## config.mk

```make
export PLATFORM = sky130hd
export DESIGN_NAME = bsg_rr_priority_arb_ctrl
export DESIGN_NICKNAME = d
export VERILOG_FILES = /design/src/rtl/bsg_rr_priority_arb_ctrl.sv
export SDC_FILE = /design/constraint.sdc
export NUM_CORES = 1
export LEC_CHECK = 0
export ABC_AREA = 0
export BUFFER_PORTS_ARGS = -buffer_cell sky130_fd_sc_hd__buf_2
export CAP_MARGIN = 20
export CORE_MARGIN = 8
export CORE_UTILIZATION = 61
export CTS_BUF_LIST = sky130_fd_sc_hd__clkbuf_2
export DETAILED_ROUTE_END_ITERATION = 8
export PLACE_DENSITY = 0.83
export REMOVE_ABC_BUFFERS = 1
export SYNTH_ARGS = -nofsm -noshare
export SYNTH_HDL_FRONTEND = slang
export SYNTH_SLANG_ARGS = --single-unit
```

## constraint.sdc

```tcl
create_clock -name clk_i -period 4.4 [get_ports clk_i]
set_clock_uncertainty 0.2 [all_clocks]
set_input_delay 0.22 -clock clk_i [delete_from_list [all_inputs] [get_ports clk_i]]
set_output_delay 0.22 -clock clk_i [all_outputs]
set_load 0.1 [all_outputs]
```

## src/rtl/bsg_rr_priority_arb_ctrl.sv

```systemverilog
// Round-robin arbiter around a lo-to-hi priority encoder. It shares one
// downstream resource among width_p requesters and registers a one-hot grant
// plus a binary tag. Grants are offered on a valid/yumi handshake. An optional
// lock keeps the search pointer on the current grantee.
module bsg_rr_priority_arb_ctrl #(
    parameter int width_p    = 32,
    parameter int lg_width_p = (width_p > 1) ? $clog2(width_p) : 1
) (
    input  logic                  clk_i,
    input  logic                  reset_n_i,
    input  logic [width_p-1:0]    reqs_i,
    input  logic                  lock_i,
    input  logic                  yumi_i,
    output logic [width_p-1:0]    grants_o,
    output logic [lg_width_p-1:0] tag_o,
    output logic                  v_o
);

    typedef enum logic {IDLE, GRANT} state_e;

    state_e                  state_r, state_n;
    logic [lg_width_p-1:0]   ptr_r, ptr_n, ptr_adv;
    logic [lg_width_p-1:0]   tag_r, tag_n;
    logic [width_p-1:0]      grants_r, grants_n;
    logic [width_p-1:0]      cand;

    // Index of the lowest set bit; 0 when the vector is empty.
    function automatic logic [lg_width_p-1:0] lo_to_hi_enc(input logic [width_p-1:0] v);
        logic [lg_width_p-1:0] idx;
        idx = '0;
        for (int unsigned i = width_p; i > 0; i--) begin
            if (v[i-1]) idx = lg_width_p'(i - 1);
        end
        return idx;
    endfunction

    // First set bit at or above p, wrapping to the bottom of the vector.
    function automatic logic [lg_width_p-1:0] rr_select(input logic [width_p-1:0]    v,
                                                        input logic [lg_width_p-1:0] p);
        logic [width_p-1:0] masked;
        for (int unsigned i = 0; i < width_p; i++) begin
            masked[i] = v[i] && (i >= 32'(p));
        end
        return (|masked) ? lo_to_hi_enc(masked) : lo_to_hi_enc(v);
    endfunction

    function automatic logic [width_p-1:0] onehot(input logic [lg_width_p-1:0] idx);
        logic [width_p-1:0] oh;
        oh      = '0;
        oh[idx] = 1'b1;
        return oh;
    endfunction

    // Pointer wraps at width_p rather than at 2**lg_width_p.
    assign ptr_adv = (tag_r == lg_width_p'(width_p - 1)) ? '0 : tag_r + 1'b1;

    // Without lock the finishing grantee is removed so it cannot win back-to-back.
    assign cand = lock_i ? reqs_i : (reqs_i & ~grants_r);

    // State register: FSM state, search pointer and the registered grant.
    always_ff @(posedge clk_i or negedge reset_n_i) begin
        if (!reset_n_i) begin
            state_r  <= IDLE;
            ptr_r    <= '0;
            tag_r    <= '0;
            grants_r <= '0;
        end else begin
            state_r  <= state_n;
            ptr_r    <= ptr_n;
            tag_r    <= tag_n;
            grants_r <= grants_n;
        end
    end

    // Next-state logic: pick a winner from IDLE, or advance on an accepted grant.
    always_comb begin
        state_n  = state_r;
        ptr_n    = ptr_r;
        tag_n    = tag_r;
        grants_n = grants_r;
        unique case (state_r)
            IDLE: begin
                if (|reqs_i) begin
                    state_n  = GRANT;
                    tag_n    = rr_select(reqs_i, ptr_r);
                    grants_n = onehot(tag_n);
                end
            end
            GRANT: begin
                if (yumi_i) begin
                    ptr_n = lock_i ? tag_r : ptr_adv;
                    if (|cand) begin
                        tag_n    = rr_select(cand, ptr_n);
                        grants_n = onehot(tag_n);
                    end else begin
                        state_n  = IDLE;
                        tag_n    = '0;
                        grants_n = '0;
                    end
                end
            end
            default: state_n = IDLE;
        endcase
    end

    // Output logic: valid follows the state; grant and tag come from registers.
    always_comb begin
        v_o      = (state_r == GRANT);
        grants_o = grants_r;
        tag_o    = tag_r;
    end

    yumi_only_when_valid: assert property (
        @(posedge clk_i) disable iff (!reset_n_i) yumi_i |-> v_o);

    grant_consistent: assert property (
        @(posedge clk_i) disable iff (!reset_n_i)
        $onehot0(grants_o) &&
        (v_o ? (grants_o == onehot(tag_o)) : ((grants_o == '0) && (tag_o == '0))));

endmodule

```

# Word level (Yosys, flattened, before mapping)
# Index checks and enable logic that the tools add are counted.
[op_classes]
n_reduce_logical = 70
muxes = 157
n_bitwise = 3
n_lt_le_gt_ge = 66
addsub = 1
n_eq_ne = 3
[op_table]
columns = ["op", "count"]
rows = [
  ["2-to-1 mux 5 bit", 143],
  ["greater-or-equal comparator 5 bit (first input constant)", 30],
  ["2-to-1 mux 32 bit", 4],
  ["OR reduction 32 bit", 4],
  ["greater-or-equal comparator 4 x 5 -> 1 bit (first input constant)", 16],
  ["logical AND 1 bit", 64],
  ["one-hot mux 32 bit (2 select lines)", 1],
  ["greater-or-equal comparator 3 x 5 -> 1 bit (first input constant)", 8],
  ["bitwise AND 32 bit", 1],
  ["NOT 32 bit", 1],
  ["greater-or-equal comparator 1 x 5 -> 1 bit (first input constant)", 4],
  ["greater-or-equal comparator 2 x 5 -> 1 bit (first input constant)", 4],
  ["< comparator 5 x 6 -> 1 bit (second input constant)", 2],
  ["demux 1 bit (select 5 bit)", 2],
  ["greater-or-equal comparator 5 x 1 -> 1 bit (second input constant)", 2],
  ["one-hot mux 5 bit (2 select lines)", 1],
  ["adder 5 x 1 -> 5 bit (second input constant)", 1],
  ["== test 5 bit (second input constant)", 1],
  ["2-to-1 mux 1 bit", 5],
  ["!= test 2 bit (second input constant)", 2],
  ["AND reduction 2 bit", 2],
  ["one-hot mux 1 bit (2 select lines)", 1],
  ["NOT 1 bit", 1],
]
[word_totals]
in_bits = 36
regBits = 43
output_inout_bits = 38
elab_cells = 304

# Longest topological paths before layout
# Gate-level depths: netlist of run 1.
[depth]
ltp_word = 47
mapped_depth = 16
mapped_depth_nobuf = 13

# Worst setup path after synthesis of run 1
# Ideal clock, no wire load.
[synth_timing]
path_type = "register -> register"
startpoint = "register tag_r[0] (netlist: tag_o[0])"
endpoint = "register grants_r[11] (netlist: grants_o[11])"
period_less_slack_ps = 4396
slack_ps = 4
t_arrival_ps = 4127
path_stages_with_launch = 15
setup_ps = 69
cell_sequence = "dfrtp_1 ha_1 and3_1 ha_1 clkbuf_1 nor4b_2 mux2_2 o22ai_1 a211oi_1 and4bb_2 nand4bb_4 or3_4 and3_4 nor3_4 a221o_1"
[synth_via]
elab_chain_cells = 47
word_cells_on_any_way = 110
cone_classes = "add/sub (1); order compare (33); eq/ne (1); mux (42); reduce/logical (33)"
[synth_lines]
columns = ["item", "line", "source"]
rows = [
  ["start: declaration", "23", "logic [lg_width_p-1:0] tag_r, tag_n;"],
  ["start signal: assignment", "70", "tag_r <= tag_n;"],
  ["adder 5 x 1 -> 5 bit or == test 5 bit (tied branches)", "55", "assign ptr_adv = (tag_r == lg_width_p'(width_p - 1)) ? '0 : tag_r + 1'b1;"],
  ["2-to-1 mux 5 bit", "55", ""],
  ["2-to-1 mux 5 bit *", "91", "ptr_n = lock_i ? tag_r : ptr_adv;"],
  ["greater-or-equal comparator 5 bit", "42", "masked[i] = v[i] && (i >= 32'(p));"],
  ["logical AND 1 bit", "42", ""],
  ["2-to-1 mux 5 bit (31 in series)", "32", "if (v[i-1]) idx = lg_width_p'(i - 1);"],
  ["2-to-1 mux 5 bit", "92", "if (|cand) begin"],
  ["2-to-1 mux 5 bit", "90", "if (yumi_i) begin"],
  ["2-to-1 mux 5 bit", "81", "unique case (state_r)"],
  ["2-to-1 mux 5 bit *", "44", "return (|masked) ? lo_to_hi_enc(masked) : lo_to_hi_enc(v);"],
  ["< comparator 5 x 6 -> 1 bit (implied by the code) or greater-or-equal comparator 5 x 1 -> 1 bit (tied branches)", "50", "oh[idx] = 1'b1;"],
  ["logical AND 1 bit (implied by the code)", "50", ""],
  ["2-to-1 mux 1 bit (implied by the code)", "50", ""],
  ["demux 1 bit (select 5 bit) *", "50", ""],
  ["2-to-1 mux 32 bit *", "92", ""],
  ["2-to-1 mux 32 bit *", "90", ""],
  ["one-hot mux 32 bit (2 select lines) *", "81", ""],
  ["end signal: assignment", "71", "grants_r <= grants_n;"],
  ["end: declaration", "24", "logic [width_p-1:0] grants_r, grants_n;"],
]
# Every way passes the cells marked *; elsewhere a longest branch is shown, timed or not. The select of a mux whose other input is x is not followed.
# A chain may end at the register's enable or synchronous reset.

# Worst setup path in the final report of run 1
[layout_timing]
startpoint = "register tag_r[0] (netlist: tag_o[0])"
endpoint = "register grants_r[20] (netlist: grants_o[20])"
# Same word-level chain as after synthesis.

==> results.yml, run 1 <==
run_status:
  status: "finished, final reports clean"
die:
  boundaryPins: 74
  die_h_um: 115
  core_um2: 9590
  die_x_um: 115
  die-area_um2: 13100
  initial_core_util: 0.618
  rows: 36
routing:
  drtAntennaViolNets: 0
  vias_per_cell: 7.33
  wl_per_cell_um: 24.5
  remaining_drc_errors: 0
  finalWirelength_um: 24500
  drt_pass1_iterations: 6
  vias: 7330
  drtIter0Drc: 1161
grt:
  grt_pass1_vias: 6784
  grt_max_degree: 44
  grt.overflow.total: 0
  antenna_found_initial: 0
  grt_use_total: 0.366
  grt_pass1_wl_um: 37400
clocking:
  clk_path_buf_depth: 2
  clk_latency_ps: 480
  htree_num_levels: 2
  cts.sinks: 43
  clk_pin_slew_ps: 270
  root_buffer: "clkbuf_2"
  cts_tree: "done"
  cts_made_buffers: 5
  cts_setup_buffers: 0
hold_path:
  hold_class: "input pin to flop"
  holdPathStages: 5
  hp-start: "reqs_i[22]"
  min_to: "v_o$_DFF_PN0_"
sta:
  clock.fmax_ghz: 0.234
  rsz0062_at_grt: "false"
  tns_ps: 0
  slew_headroom: 0.324
  hold_viol_final: 0
  finalCritPeriodShare: 0.971
  post-route-min-period_ps: 4270
  slew_viol_final: 0
  tightest_slew_ps: 1010
  setup_viol: 0
  hold_slack_ps: 102
  worst_slack_ps: 129
yosys:
  ys_ff_latch: 43
  ys_warn_count: 0
  syn-cell-area_um2: 5930
  avgSynthCellArea_um2: 7.31
  ys_seq_area_frac: 0.181
  netlist_instances: 811
  synth_flop_cell: "dfrtp_1"
  async_flop_share: 1.00
  ys_types: 95
  synth-edff-count: 0
power:
  p_per_area_nw_per_um2: 656
  vdd_ir_drop_max_v: 0.000725
  p_leak_nw: 2.61
place:
  pre_cts_slack_ps: 98.2
  place_area_um2: 6380
  gp_congestion: 1.10
  numPortBuffers: 73
  dp_hpwl_um: 19200
setup_path:
  r2r_start: "tag_o[0]$_DFFE_PN0P_"
  worstPathArrival_ps: 4490
  critPathRequiredTime_ps: 4620
  startpoint_type: "flop"
  cp-end-kind: "flop"
  worstSetupPathType: "flop to flop"
  crit_fanout: 9
  r2r-end: "grants_o[20]$_DFFE_PN0P_"
  rr_worst_depth: 13
  rrSetupSlack_ps: 130
cells_and_area:
  final_common_cell: "o21ai_0"
  mostFrequentLayoutCells: "o21ai_0 (84), buf_2 (73), nor2_1 (65), nand2_1 (49), dfrtp_1 (43)"
  seqCellArea_um2: 1080
  areaGrowthSynthToFinish_pct: 9.71
  multi_input_area_um2: 4470
  fin_area_um2: 6500
  drive_gt1_frac: 0.195
  fin_nets: 904
  fillers: 879
  n_antenna_cell: 0
run:
  maxCapViolCount: 0
[registers in the layout, summed over array words and instances (netlist names)]
register and count:
tag_o 5, ptr_r 5, grants_o 32, v_o 1
[metrics by stage]
stage / util / cells / power, mW
detailed placement: 0.665 / 991 / 3.85
global placement: 0.665 / 991 / 3.78
CTS: 0.674 / 1000 / 4.10
finish: 0.678 / 1000 / 4.26
global route: 0.678 / 1000 / 4.44
floorplan: - / 759 / 2.87
[cell usage after synthesis (all sizes together), types with 18 or more instances]
cell / instances / share of area
clkbuf: 27 / 0.017
nor2: 65 / 0.041
nand2b: 26 / 0.028
buf: 25 / 0.029
nand2: 49 / 0.031
a21oi: 43 / 0.036
a32oi: 18 / 0.027
dfrtp: 43 / 0.18
nor3: 36 / 0.038
nand3: 38 / 0.034
nor4: 18 / 0.023
inv: 41 / 0.026
o21ai: 96 / 0.082
[worst max-delay path, stage by stage, from the launching register on]
cell and delay [ps]:
dfrtp_1 440, ha_1 240, and3_1 200, ha_2 200
or4b_4 600, a22oi_4 230, a311oi_4 140, a211oi_4 360
nand3_2 190, nand4bb_4 270, o21ai_1 150, and2_1 440
o21ai_0 320, o21ai_0 260
[per-layer routing]
| metal | track usage | part of all wire |
|---|---|---|
| met1 | 0.489 | 0.39 |
| met2 | 0.566 | 0.44 |
| met3 | 0.0897 | 0.14 |
| met4 | 0.109 | 0.026 |
| met5 | 0 | 0 |
[power breakdown]
part / switching [mW] / leakage, nW / internal, mW / total [mW]
Combinational: 2.35 / 1.99 / 0.934 / 3.28
Clock: 0.157 / 0.0429 / 0.0959 / 0.253
Sequential: 0.238 / 0.574 / 0.490 / 0.728
[cell type report]
cell class / count / area share
Clock buffer: 5 / 0.00385
Inverter: 41 / 0.0237
Multi-Input combinational cell: 675 / 0.687
Timing Repair Buffer: 100 / 0.0877
Sequential cell: 43 / 0.165
Tap cell: 133 / 0.0256
Clock inverter: 3 / 0.00673
[logic make-up after synthesis]
logic type / synth area share
and+or+nand+nor: 0.308
xor gates and xnor gates: 0.00908
muxes: 0.0114
buffers and inverters: 0.0724
adders and majority gates: 0.00422
AOI/OAI and AO/OA: 0.414
DFF: 0.181
[what timing repair did]
item / in CTS / in global routing
hold buffers: 1 / 0
endpoints found under the setup margin: 0 / 35
gates resized for setup: 0 / 10
hold endpoints to repair: 43 / 0
[worst max-delay path by stage]
stage | from | to | slack [ps] | cells after the start
after floorplan | tag_o[0]$_DFFE_PN0P_ | grants_o[11]$_DFFE_PN0P_ | -210 | 13
after global placement | tag_o[0]$_DFFE_PN0P_ | grants_o[7]$_DFFE_PN0P_ | 240 | 12
after detailed placement | tag_o[0]$_DFFE_PN0P_ | grants_o[2]$_DFFE_PN0P_ | 100 | 14
after CTS | tag_o[0]$_DFFE_PN0P_ | grants_o[29]$_DFFE_PN0P_ | 80 | 13
after global routing | tag_o[0]$_DFFE_PN0P_ | grants_o[29]$_DFFE_PN0P_ | 0.8 | 14
final | tag_o[0]$_DFFE_PN0P_ | grants_o[20]$_DFFE_PN0P_ | 130 | 13
(Power assumes the default switching activity.)
==> run 2: changes to the inputs <==
--- a/config.mk
+++ b/config.mk
@@ -10,3 +10,2 @@
 export CAP_MARGIN = 20
-export CORE_MARGIN = 8
 export CORE_UTILIZATION = 61
==> constraint.sdc (replaced) <==
create_clock -name clk_i -period 4.4 [get_ports clk_i]
set_clock_uncertainty 0.2 [all_clocks]
set_input_delay 0.44 -clock clk_i [delete_from_list [all_inputs] [get_ports clk_i]]
set_output_delay 0.44 -clock clk_i [all_outputs]
set_load 0.1 [all_outputs]
==> run 2 against run 1 <==
Net effect: flip-flop and latch count did not move; highest routed layer unchanged; cell count is 0.10% lower; largest power group unchanged; sequential share of layout area about the same; maximum frequency about the same; count of clock-buffer cells in the layout did not move; critical endpoint is now grants_o[1]$_DFFE_PN0P_.
==> results.yml, run 2 (synthesis gave the netlist of run 1 again) <==
run_status:
  status: "finished, final reports clean"
routing:
  wl_met1_um: 9180
  met3WireLength_um: 3200
  drtIter0Drc: 1006
  drt_pass1_iterations: 8
  wl_per_cell_um: 23.8
  remaining_drc_errors: 0
  vias_per_cell: 7.50
  vias: 7494
  wl_met2_um: 10300
  highest_layer: "met4"
  finalWirelength_um: 23800
  drtAntennaViolNets: 0
place:
  place_area_um2: 6400
  gp_congestion: 1.10
  dp_hpwl_um: 18600
  numPortBuffers: 73
  dpl.cell_count: 990
sta:
  post-route-min-period_ps: 4270
  clock.fmax_ghz: 0.234
  finalCritPeriodShare: 0.971
  setup_viol: 0
  hold_slack_ps: 333
  hold_viol_final: 0
  slew_viol_final: 0
  rsz0062_at_grt: "false"
  tightest_slew_ps: 1030
  slew_headroom: 0.313
grt:
  grt_pass1_vias: 6646
  grt_max_degree: 44
  grt.overflow.total: 0
  grt_pass1_wl_um: 36000
  antenna_found_initial: 0
  grt_use_total: 0.469
setup_path:
  path_buf_inv: 1
  rrSetupSlack_ps: 130
  cpMaxStageDelayCell: "ha_2"
  worstPathCellList: "ha_1, and3_1, ha_2, nor4b_2, mux2_2, o22ai_1, a211oi_1, and4bb_2, nand4bb_4, or3_4, nand3_2, nor3_1, buf_4, a311o_1"
  startpoint_type: "flop"
  critPathRequiredTime_ps: 4570
  crit_family: "simple AND/OR/NAND/NOR gates"
  worstPathArrival_ps: 4440
  cp-end-kind: "flop"
  worstSetupPathType: "flop to flop"
  crit_fanout: 11
  cp_slowest_stage_delay_ps: 480
clocking:
  cts.sinks: 43
  clk_path_buf_depth: 2
  cts_tree: "done"
  cts_made_buffers: 5
  clk_pin_slew_ps: 280
  clk_latency_ps: 470
  htree_num_levels: 2
  root_buffer: "clkbuf_2"
hold_path:
  hold_class: "input pin to flop"
cells_and_area:
  largest_reg_flops: 32
  n_antenna_cell: 0
  areaGrowthSynthToFinish_pct: 9.73
  drive_gt1_frac: 0.199
  fin_nets: 907
  final_common_cell: "o21ai_0"
  final_cells: 999
  mostFrequentLayoutCells: "o21ai_0 (85), buf_2 (73), nor2_1 (65), nand2_1 (48), dfrtp_1 (43)"
  fin_area_um2: 6510
  fillers: 834
die:
  boundaryPins: 74
  core_um2: 9330
  initial_core_util: 0.636
  rows: 35
  die_h_um: 101
  die-area_um2: 10100
  die_x_um: 101
power:
  vdd_ir_drop_max_v: 0.000637
  p_leak_nw: 2.62
  power.total_mw: 4.24
  p_per_area_nw_per_um2: 651
run:
  maxCapViolCount: 0
## run 2: through the flow
stage | utilization | worst slack (ps) | setup TNS (ps)
6_report | 0.698 | 128 | 0
5_1_grt | 0.698 | 31.9 | 0
4_1_cts | 0.693 | 24.5 | 0
3_5_place_dp | 0.686 | 33.8 | 0
3_3_place_gp | 0.686 | 83.5 | 0
2_1_floorplan | - | -209 | -4560
## run 2: worst paths after layout
kind,startpoint,to,cells past startpoint
max,tag_o[0]$_DFFE_PN0P_,grants_o[1]$_DFFE_PN0P_,14
min,reqs_i[22],v_o$_DFF_PN0_,5
max reg2reg,tag_o[0]$_DFFE_PN0P_,grants_o[1]$_DFFE_PN0P_,14
min reg2reg,grants_o[0]$_DFFE_PN0P_,grants_o[0]$_DFFE_PN0P_,2
max in group asynchronous,reset_n_i,tag_o[2]$_DFFE_PN0P_,2
min in group asynchronous,reset_n_i,ptr_r[0]$_DFFE_PN0P_,2
## run 2: timing repair
item | CTS | global route
hold buffers | 1 | 0
endpoints found under the setup margin | 0 | 35
hold endpoints to repair | 43 | 0
setup buffers | 0 | 0
resized for setup | 0 | 12
## run 2: per-layer routing
metal	GRT usage	vias to the layer above
met5	0	-
met2	0.733	616
met3	0.0943	128
li1	-	3265
met4	0.176	0
met1	0.639	3485
## run 2: worst register-to-register path, stage by stage (launching register included)
cell and delay [ps]:
dfrtp_1 450, ha_1 210, and3_1 200, ha_2 480, nor4b_2 260, mux2_2 280
o22ai_1 150, a211oi_1 370, and4bb_2 350, nand4bb_4 150, or3_4 420, nand3_2 130
nor3_1 80, buf_4 160, a311o_1 310
## run 2: final cells by class
type / instances / area (um2) / share of cell area
Clock buffer: 5 / 25.0 / 0.00385
Clock inverter: 3 / 26.3 / 0.00404
Inverter: 41 / 154 / 0.0237
Multi-Input combinational cell: 675 / 4470 / 0.687
Sequential cell: 43 / 1080 / 0.165
Tap cell: 129 / 161 / 0.0248
Timing Repair Buffer: 103 / 593 / 0.0912
## run 2: power breakdown
group          leakage [nW]  switching (mW)  internal (mW)
Clock                0.0339           0.164         0.0453
Combinational          2.01            2.34          0.932
Sequential            0.574           0.269          0.489
==> run 3: changes to the inputs <==
- PLACE_DENSITY: 0.83 -> 0.88
==> run 3 against run 2 <==
Net effect: setup slack got worse by 64 ps; maximum frequency fell by 1.5%; register-to-register slack got worse by 60 ps; sequential power barely moved; largest cell class unchanged; clock power fell by 2%; power fell by 1.1%; first-iteration DRC count rose by 16%; combinational power fell by 2%; global-route usage rose by 1.5 points; via count rose by 0.27%.
==> results.yml, run 3 (synthesis gave the netlist of run 1 again) <==
run_status:
  status: "finished, final reports clean"
setup_path:
  startpoint_type: "flop"
  path_buf_inv: 0
  crit_fanout: 25
  worstSetupPathType: "flop to flop"
  worstPathArrival_ps: 4520
  crit_top_cell: "o31ai_1"
  cp-end-kind: "flop"
  worstPathCellList: "nand3_1, o21a_1, o21ai_0, a31oi_1, o31ai_1, a21oi_1, o31ai_1, nand2_1, nor4_1, a221o_1"
  crit_family: "compound AO/OA/AOI/OAI gates"
  cp_slowest_stage_delay_ps: 960
  critPathRequiredTime_ps: 4580
  cpMaxStageDelayCell: "dfrtp_1"
grt:
  grt_pass1_wl_um: 37400
  grt_max_degree: 44
  grt_use_total: 0.483
  grt.overflow.total: 0
  antenna_found_initial: 0
  grt_pass1_vias: 6885
routing:
  finalWirelength_um: 24400
  drt_pass1_iterations: 6
  vias_per_cell: 7.51
  vias: 7514
  drtIter0Drc: 1171
  remaining_drc_errors: 0
  drtAntennaViolNets: 0
  wl_per_cell_um: 24.4
run:
  maxCapViolCount: 0
cells_and_area:
  fillers: 824
  final_cells: 1000
  n_antenna_cell: 0
  largest_reg_flops: 32
  areaGrowthSynthToFinish_pct: 9.71
  mostFrequentLayoutCells: "o21ai_0 (84), buf_2 (73), nor2_1 (65), nand2_1 (49)"
  final_common_cell: "o21ai_0"
  fin_nets: 908
  drive_gt1_frac: 0.197
clocking:
  cts.sinks: 43
  cts_made_buffers: 5
  cts_tree: "done"
  clk_pin_slew_ps: 290
  htree_num_levels: 2
  root_buffer: "clkbuf_2"
  clk_path_buf_depth: 2
  cts_setup_buffers: 0
  clk_latency_ps: 450
power:
  vdd_ir_drop_max_v: 0.000674
  p_per_area_nw_per_um2: 644
  p_leak_nw: 2.62
  power.total_mw: 4.19
sta:
  rsz0062_at_grt: "false"
  setup_viol: 0
  slew_viol_final: 0
  hold_slack_ps: 350
  hold_viol_final: 0
  finalCritPeriodShare: 0.985
  tightest_slew_ps: 988
  clock.fmax_ghz: 0.231
  slew_headroom: 0.341
  post-route-min-period_ps: 4340
die:
  initial_core_util: 0.636
  boundaryPins: 74
  die_x_um: 101
  core_um2: 9330
  die_h_um: 101
  die-area_um2: 10100
  rows: 35
place:
  gp_congestion: 1.13
  dp_hpwl_um: 19200
  numPortBuffers: 73
  dpl.cell_count: 991
hold_path:
  hold_class: "input pin to flop"
==> run 3: cell types whose count changed in the layout (fill, tap and decap cells not counted), sizes merged <==
cell,change
buf,+1
==> run 3: final cells by class <==
| class | count | area [um2] | share of cell area |
|---|---|---|---|
| tap | 129 | 161 | 0.0248 |
| inverter | 41 | 154 | 0.0237 |
| timing repair buffer | 104 | 601 | 0.0923 |
| multi-input combinational | 675 | 4460 | 0.686 |
| sequential | 43 | 1080 | 0.166 |
| clock inverter | 3 | 26.3 | 0.00404 |
| clock buffer | 5 | 25.0 | 0.00385 |
==> run 3: worst reg2reg max path: cells and delay by family (launching register included) <==
kind / cells / cell delay, ps
flops: 1 / 960
compound gates: 7 / 1790
simple gates: 3 / 1330
==> run 3: timing repair <==
item / in CTS / in global routing
endpoints found under the hold margin: 43 / 0
hold buffers: 1 / 0
gates resized for setup: 0 / 9
endpoints found under the setup margin: 0 / 34
==> run 3: worst paths after layout <==
kind | startpoint | endpoint | slack, ps | cells after the start
worst max register to register | ptr_r[2]$_DFFE_PN0P_ | grants_o[17]$_DFFE_PN0P_ | 60 | 10
min in group asynchronous | reset_n_i | grants_o[0]$_DFFE_PN0P_ | 450 | 2
worst min register to register | grants_o[20]$_DFFE_PN0P_ | grants_o[20]$_DFFE_PN0P_ | 420 | 2
worst max-delay path | ptr_r[2]$_DFFE_PN0P_ | grants_o[17]$_DFFE_PN0P_ | 60 | 10
max in group asynchronous | reset_n_i | ptr_r[1]$_DFFE_PN0P_ | 2890 | 2
worst min-delay path | reqs_i[22] | v_o$_DFF_PN0_ | 350 | 5
==> run 3: routing by layer <==
| layer | vias up | share of wire | wire length (um) | GRT usage |
|---|---|---|---|---|
| met5 | - | 0 | 0 | 0 |
| met1 | 3453 | 0.38 | 9250 | 0.648 |
| met4 | 0 | 0.046 | 1130 | 0.195 |
| li1 | 3261 | - | - | - |
| met2 | 669 | 0.43 | 10500 | 0.742 |
| met3 | 131 | 0.15 | 3560 | 0.124 |
==> run 3: stage by stage <==
stage / TNS [ps] / area [um2] / utilization / setup slack [ps]
6_report: 0 / 6500 / 0.697 / 63.9
5_1_grt: 0 / 6500 / 0.697 / 22.6
4_1_cts: 0 / 6470 / 0.694 / 2.11
3_5_place_dp: 0 / 6410 / 0.687 / 15.5
3_3_place_gp: 0 / 6410 / 0.687 / 219
2_1_floorplan: -4560 / 5650 / - / -209
==> run 3: where the power goes <==
group	internal [mW]	switching (mW)	total [mW]	leakage, nW
Sequential	0.490	0.271	0.761	0.573
Combinational	0.902	2.32	3.22	2.01
Clock	0.0452	0.160	0.205	0.0339
Total	1.44	2.75	4.19	2.62
